File: config.mk
export PLATFORM = sky130hd
export DESIGN_NAME = clk_div_sched
export DESIGN_NICKNAME = d
export VERILOG_FILES = /design/src/rtl/clk_div_sched_pkg.sv /design/src/rtl/clk_div_sched_cnt.sv /design/src/rtl/clk_div_sched.sv
export SDC_FILE = /design/constraint.sdc
export NUM_CORES = 1
export LEC_CHECK = 0
export BUFFER_PORTS_ARGS = -buffer_cell sky130_fd_sc_hd__buf_2
export CORE_AREA = 2 2 39 41
export DETAILED_ROUTE_END_ITERATION = 12
export DIE_AREA = 0 0 41 43
export PLACE_DENSITY = 0.69
export SLEW_MARGIN = 20
export SYNTH_ARGS = -nofsm -noshare
export SYNTH_HDL_FRONTEND = slang
export SYNTH_SLANG_ARGS = --single-unit
File: constraint.sdc
create_clock -name i_clk -period 1.27 [get_ports i_clk]
set_clock_uncertainty 0.2 [all_clocks]
set_input_delay 0.254 -clock i_clk [delete_from_list [all_inputs] [get_ports i_clk]]
set_output_delay 0.254 -clock i_clk [all_outputs]
set_load 0.03 [all_outputs]
File: src/rtl/clk_div_sched_pkg.sv
// clk_div_sched_pkg: shared definitions for the clock-divider scheduler.
//   - SEL_* : ratio select encodings (same as the lab divider datapath)
//   - req_state_e : request handshake FSM states
//   - div_of() : maps a ratio select onto the configured divide ratio
package clk_div_sched_pkg;

  localparam logic [1:0] SEL_DIV3 = 2'b00;
  localparam logic [1:0] SEL_DIV2 = 2'b01;
  localparam logic [1:0] SEL_DIV4 = 2'b10;
  localparam logic [1:0] SEL_DIV8 = 2'b11;

  typedef enum logic {
    RUN,
    PEND
  } req_state_e;

  // Ratios are module parameters, so the caller passes them in.
  function automatic int unsigned div_of(input logic [1:0]  sel,
                                         input int unsigned d0,
                                         input int unsigned d1,
                                         input int unsigned d2,
                                         input int unsigned d3);
    int unsigned n;
    case (sel)
      SEL_DIV3: n = d0;
      SEL_DIV2: n = d1;
      SEL_DIV4: n = d2;
      default:  n = d3;
    endcase
    return n;
  endfunction

endpackage

File: src/rtl/clk_div_sched_cnt.sv
// clk_div_sched_cnt: period counter for the clock-divider scheduler.
// Counts 0..N-1 and wraps; tick is registered, high for the cycle after a wrap edge.
// Ports:
//   i_clk, i_rst_n  clock, asynchronous active-low reset
//   i_load_zero     force the counter to 0 on the next edge (ratio switch)
//   i_div           divide ratio N (CNT_W+1 bits so N = 2^CNT_W fits)
//   o_wrap          combinational: counter is at N-1 this cycle
//   o_tick          registered one-cycle enable pulse, once per period
//   o_phase         current counter value
module clk_div_sched_cnt #(
  parameter int unsigned CNT_W = 4
) (
  input  logic             i_clk,
  input  logic             i_rst_n,
  input  logic             i_load_zero,
  input  logic [CNT_W:0]   i_div,
  output logic             o_wrap,
  output logic             o_tick,
  output logic [CNT_W-1:0] o_phase
);

  logic [CNT_W-1:0] r_cnt;
  logic             r_tick;
  logic [CNT_W:0]   w_div_m1;

  assign w_div_m1 = i_div - (CNT_W + 1)'(1);
  assign o_wrap   = ({1'b0, r_cnt} == w_div_m1);

  always_ff @(posedge i_clk or negedge i_rst_n) begin
    if (!i_rst_n) begin
      r_cnt  <= '0;
      r_tick <= 1'b0;
    end else begin
      if (i_load_zero || o_wrap) begin
        r_cnt <= '0;
      end else begin
        r_cnt <= r_cnt + CNT_W'(1);
      end
      r_tick <= o_wrap;
    end
  end

  assign o_tick  = r_tick;
  assign o_phase = r_cnt;

endmodule

File: src/rtl/clk_div_sched.sv
// clk_div_sched: clock-enable tick generator with boundary-aligned ratio switching.
// A ratio request is accepted through a valid/ready port and applied only at a
// period wrap, so no period downstream is ever truncated or stretched.
// Optional build macro CLK_DIV_SCHED_TICK_CNT_EN adds o_tick_cnt (16-bit tick counter).
// Ports:
//   i_clk, i_rst_n      clock, asynchronous active-low reset
//   i_req_valid/i_req_sel, o_req_ready   ratio request handshake
//   o_req_ack           one-cycle pulse when the pending request takes effect
//   o_cur_sel           ratio select currently in force
//   o_tick              one-cycle enable pulse per period
//   o_phase             period counter value
//   o_tick_cnt          (macro only) ticks since reset / last ack, wraps at 16 bits
module clk_div_sched
  import clk_div_sched_pkg::*;
#(
  parameter int unsigned DIV0      = 3,
  parameter int unsigned DIV1      = 2,
  parameter int unsigned DIV2      = 4,
  parameter int unsigned DIV3      = 8,
  parameter int unsigned CNT_W     = 4,
  parameter logic [1:0]  RESET_SEL = 2'b01
) (
  input  logic             i_clk,
  input  logic             i_rst_n,
  input  logic             i_req_valid,
  input  logic [1:0]       i_req_sel,
  output logic             o_req_ready,
  output logic             o_req_ack,
  output logic [1:0]       o_cur_sel,
`ifdef CLK_DIV_SCHED_TICK_CNT_EN
  output logic [15:0]      o_tick_cnt,
`endif
  output logic             o_tick,
  output logic [CNT_W-1:0] o_phase
);

  req_state_e     r_state, w_state_next;
  logic [1:0]     r_cur_sel, r_pend_sel;
  logic [1:0]     w_cur_sel_next, w_pend_sel_next;
  logic           r_ack;
  logic           w_apply;
  logic           w_wrap;
  logic           w_tick;
  logic [CNT_W:0] w_div;

  assign w_div = (CNT_W + 1)'(div_of(r_cur_sel, DIV0, DIV1, DIV2, DIV3));

  clk_div_sched_cnt #(
    .CNT_W (CNT_W)
  ) u_cnt (
    .i_clk       (i_clk),
    .i_rst_n     (i_rst_n),
    .i_load_zero (w_apply),
    .i_div       (w_div),
    .o_wrap      (w_wrap),
    .o_tick      (w_tick),
    .o_phase     (o_phase)
  );

  always_comb begin
    w_state_next    = r_state;
    w_cur_sel_next  = r_cur_sel;
    w_pend_sel_next = r_pend_sel;
    w_apply         = 1'b0;
    o_req_ready     = 1'b0;
    unique case (r_state)
      RUN: begin
        o_req_ready = 1'b1;
        if (i_req_valid) begin
          w_pend_sel_next = i_req_sel;
          if (w_wrap) begin
            // Request lands on a boundary: switch now, no PEND detour.
            w_apply        = 1'b1;
            w_cur_sel_next = i_req_sel;
          end else begin
            w_state_next = PEND;
          end
        end
      end
      PEND: begin
        if (w_wrap) begin
          w_apply        = 1'b1;
          w_cur_sel_next = r_pend_sel;
          w_state_next   = RUN;
        end
      end
      default: w_state_next = RUN;
    endcase
  end

  always_ff @(posedge i_clk or negedge i_rst_n) begin
    if (!i_rst_n) begin
      r_state    <= RUN;
      r_cur_sel  <= RESET_SEL;
      r_pend_sel <= 2'b00;
      r_ack      <= 1'b0;
    end else begin
      r_state    <= w_state_next;
      r_cur_sel  <= w_cur_sel_next;
      r_pend_sel <= w_pend_sel_next;
      r_ack      <= w_apply;
    end
  end

`ifdef CLK_DIV_SCHED_TICK_CNT_EN
  logic [15:0] r_tick_cnt;

  // Ack clears with priority; the tick coinciding with the ack closes the old ratio.
  always_ff @(posedge i_clk or negedge i_rst_n) begin
    if (!i_rst_n) begin
      r_tick_cnt <= 16'd0;
    end else if (r_ack) begin
      r_tick_cnt <= 16'd0;
    end else if (w_tick) begin
      r_tick_cnt <= r_tick_cnt + 16'd1;
    end
  end

  assign o_tick_cnt = r_tick_cnt;
`endif

  assign o_req_ack = r_ack;
  assign o_cur_sel = r_cur_sel;
  assign o_tick    = w_tick;

endmodule

; Yosys cells after proc, flatten, opt, wreduce, memory -nomap -nowiden
; Index checks and enable logic that the tools add are counted.
[op_classes]
add_sub_neg = 2
eq_ne = 6
mux = 13
bitwise = 1
reduce_logical = 4
[op_table]
columns = op, count
row1 = $pmux 4 s3, 1
row2 = $mux 2, 3
row3 = $eq 4x5->1, 1
row4 = $mux 1, 5
row5 = $sub 4x1->5 const B, 1
row6 = $add 4x1->4 const B, 1
row7 = $mux 4, 1
row8 = $ne 2x1->1 const B, 2
row9 = $pmux 1 s2, 2
row10 = $pmux 2 s2, 1
row11 = $reduce_and 3->1, 1
row12 = $eq 2x1->1 const B, 1
row13 = $eq 2x2->1 const B, 1
row14 = $logic_not 2->1, 1
row15 = $ne 2x2->1 const B, 1
row16 = $reduce_and 2->1, 1
row17 = $logic_or 1x1->1, 1
row18 = $not 1->1, 1
[word_totals]
reg_bits = 11
in_bits = 5
word_cells = 32

; Depth between registers and ports, before layout
[depth]
depth_word = 9
ltp_mapped = 5
ltp_nobuf = 4

; Modules after synthesis
; A second synthesis with hierarchy kept.
[unflattened]
hier_cells = 56
hier_area_um2 = 578.1
[by_module_without_submodules]
columns = module, instances, cells_per_inst, area_per_inst_um2, seq_area_each_um2
row1 = clk_div_sched_cnt, 1, 30, 309.0, 125.1
row2 = clk_div_sched, 1, 26, 269.0, 151.4

; Worst setup path after synthesis
; OpenSTA, ideal clock, no wires.
[synth_timing]
path_type = register -> register
start = register u_cnt.r_cnt[0], in the netlist u_cnt.o_phase[0]
end = register u_cnt.r_cnt[1], in the netlist u_cnt.o_phase[1]
arrival_time_ps = 1253
path_slack_ps = -303
stages_incl_launch_ff = 4
n_path_buf = 0
period_less_slack_ps = 1573
path_cell_list = dfrtp_1 -> nor2b_4 -> nand4_1 -> and3_1
[synth_between]
elab_chain_len = 6
[synth_lines]
columns = item, line
row1 = start: declaration, clk_div_sched_cnt.sv:22  ; logic [CNT_W-1:0] r_cnt;
row2 = start signal: assignment, clk_div_sched_cnt.sv:37  ; r_cnt <= r_cnt + CNT_W'(1);
row3 = $eq 4x5->1, clk_div_sched_cnt.sv:27  ; assign o_wrap = ({1'b0, r_cnt} == w_div_m1);
row4 = $mux 1, "clk_div_sched.sv:71, clk_div_sched.sv:81"
row5 = $mux 1, clk_div_sched.sv:69  ; if (i_req_valid) begin
row6 = $pmux 1 s2, clk_div_sched.sv:66  ; unique case (r_state)
row7 = $logic_or 1x1->1, clk_div_sched_cnt.sv:34  ; if (i_load_zero || o_wrap) begin
row8 = $mux 4 (*), clk_div_sched_cnt.sv:34
; Mark *: on every way between the ends. The rest lies on a longest branch, timed or not.
; A chain may end at the register's enable or synchronous reset.

; Worst setup path after layout
[layout_timing]
start = register r_cur_sel[0], in the netlist o_cur_sel[0]
end = output port o_cur_sel[0]
[layout_rtl]
columns = item, line
row1 = start: declaration, clk_div_sched.sv:38  ; logic [1:0] r_cur_sel, r_pend_sel;
row2 = start signal: assignment, clk_div_sched.sv:99  ; r_cur_sel <= w_cur_sel_next;
row3 = end: declaration, clk_div_sched.sv:29  ; output logic [1:0] o_cur_sel,
; No word-level cell between the ends.

==> metrics <==
CP arrival=1.00 ns; antenna-violating nets left=0; DRT Wirelength=between 1 and 1.5 mm; PortBufs=13; Root Buffer=clkbuf_4; Layout Nets=82; CTS H-tree lvls=1; Hold Vio Cnt, Final=0; Reg2Reg Depth=4; first-pass GRT wire length=1.68 mm; Die Span Y=43 um; failing checks=setup timing; CP Class=flip-flop to output pin; Synth Net Count=51; RSZ-0062 raised after global routing=true; critical path's top delay family=flip-flops; minimum clock period=between 1 and 1.5 ns; setup TNS=-2.04 ns; Syn Inst Count=45; post-synthesis register bit count=11; CP max stage delay=a little under 0.6 ns; worst path required time=slightly above 0.8 ns; Die Width=just over 40 um; largest net degree at the start of global routing=12; Startpoint Class=flip-flop; Worst-path clk slew=roughly 0.060 ns; Warnings, synthesis=0; DP HPWL=slightly below 800 um; Via density=roughly 4.8; CTS tree=done; Hold Crit Start=i_req_sel[1]; Post-synth ARST share=between 90% and 100%; # diodes=0; total grt overflow=0; reg2reg start=o_cur_sel[0]$_DFFE_PN1P_; pre-CTS setup slack=-0.168 ns; gpl congestion=0.731; CP Buf/Inv Count=1; Worst setup EP type=output pin; Slew @ Worst Pin=approximately 0.28 ns; Cell Area, Synth=522 sq um; vias in the first global route=407; final setup violation count=16; worst vdd ir=roughly 1500 uV; register area share after synthesis=between 50% and 60%; TritonRoute pass-1 iters=4; Hold WS=0.0425 ns; Global Route Usage Sum=between 10% and 20%; share of cells above drive strength 1=roughly 65%; total CTS buffers=3; Syn-to-layout area delta=58.8%; core area=about 1400 sq um; DRC=0; reg-to-reg endpoint=o_cur_sel[1]$_DFFE_PN0P_; Max-Slew Margin vs Limit=between 80% and 90%; Max-cap violations=0; Crit Path Max Fanout=5; WHS Endpoint=r_pend_sel[1]$_DFFE_PN0P_; Tcrit/Tclk final=114%; outcome=finished, violations left; worst skew pair latency=0.26 ns; power per standard cell area=~3000 nW/um^2; num ports=14; average cell area after synthesis=roughly 12 sq um; Die Area=about 1800 sq um; Pins Over Slew Limit=0; total number of vias=437; Worst path slowest cell=dfstp_2; Initial Utilization=37.7%; r2r setup slk=-0.17 ns; wire per inst=approximately 12 um; Rows=14; Hold Crit Class=input port to flip-flop; post-synthesis cell type count=23; worst setup margin=-0.180 ns; clk sinks=11; number of DRC markers in iteration 0=2; LEAKAGE=0.000384 uW; Max Root-Sink Buffers=2; hold path depth=2; Main synth FF type=dfrtp_1; Achievable Freq=just under 700 MHz; crit-path cells=buf_6; antenna violations before repair=0; Post-synth EDFFs=0
[per-stage QoR]
| stage | cell area [sq um] | power [uW] | instances | util [%] |
|---|---|---|---|---|
| after CTS | 820 | 2470 | 91 | 59.2 |
| after global routing | 828 | 2650 | 91 | 59.9 |
| after global placement | 673 | 1900 | 79 | 48.6 |
| after floorplan | 551 | 1550 | 45 | - |
| after detailed placement | 673 | 1910 | 79 | 48.6 |
| final | 828 | 2490 | 91 | 59.9 |
[repair_timing]
item	in CTS	in global routing
endpoints found under the setup margin	16	18
hold buffers	1	0
resized for setup	18	5
hold endpoints to repair	11	0
cloned	0	0
pin swaps	8	5
setup buffers	7	0
[routing by layer]
layer  up-vias  track usage [%]  share of wire (%)
li1        220                -                  -
met1       206             18.7                 47
met2         9             22.2                 49
met3         2             1.57                3.1
met4         0             12.0               0.92
met5         -                0                  0
[where the power goes]
group | internal, uW | switching [uW] | leakage [uW]
sequential | 548 | 169 | 0.000125
clock | 121 | 109 | 0.0000150
combinational | 806 | 733 | 0.000244
[state kept, by name, indices dropped and copies added, names as in the netlist]
name           cells
u_cnt.o_phase      4
o_cur_sel          2
r_pend_sel         2
o_req_ack          1
r_state            1
u_cnt.o_tick       1
[worst max-delay path by stage]
stage / cells past startpoint / start / end
after global routing: 4 / o_cur_sel[0]$_DFFE_PN1P_ / o_cur_sel[1]$_DFFE_PN0P_
after floorplan: 4 / o_cur_sel[0]$_DFFE_PN1P_ / o_cur_sel[1]$_DFFE_PN0P_
after global placement: 4 / o_cur_sel[0]$_DFFE_PN1P_ / u_cnt.o_phase[3]$_DFF_PN0_
final: 1 / o_cur_sel[0]$_DFFE_PN1P_ / o_cur_sel[0]
after CTS: 1 / o_cur_sel[0]$_DFFE_PN1P_ / o_cur_sel[0]
after detailed placement: 4 / o_cur_sel[0]$_DFFE_PN1P_ / r_state$_DFF_PN0_
[cells by family (layout without fill, tap and decap cells)]
kind of cell    count (synthesis)  in the layout  share of synthesized area [%]
compound gates                  8              8                           12.0
mux                             3              3                           6.47
fa+ha+maj                       1              1                           2.40
flops                          11             11                           53.0
buf+inv                         2             32                           1.68
simple gates                   16             16                           17.7
xor+xnor                        4              4                           6.72
[area by class of cell]
| class | instances | area, sq um |
|---|---|---|
| clock buffers | 4 | 26.3 |
| fillers | 122 | 556 |
| inverters | 1 | 3.75 |
| multi-input cells | 32 | 259 |
| flip-flops and latches | 11 | 283 |
| well taps | 16 | 20.0 |
| repair buffers | 27 | 236 |
[layout by cell type (no fill, tap or decap), types with 2 or more instances in the layout]
cell / netlist / routed
dfrtp_1: 10 / 5
buf_6: 0 / 11
mux2_2: 3 / 3
buf_2: 1 / 4
nor2b_4: 1 / 2
nor2_1: 6 / 5
buf_4: 0 / 11
clkbuf_4: 0 / 3
xnor2_1: 3 / 3
o22ai_1: 2 / 2
a21oi_2: 2 / 3
dfrtp_2: 0 / 5
[cell usage after synthesis, types with 2 or more instances]
master,instances,area [sq um]
nor2b_1,2,12.5
mux2_2,3,33.8
a21oi_2,2,17.5
nor2_1,6,22.5
o22ai_1,2,12.5
dfrtp_1,10,250
a21oi_1,2,10.0
xnor2_1,3,26.3
No activity file was read; power rests on OpenSTA's default activity.
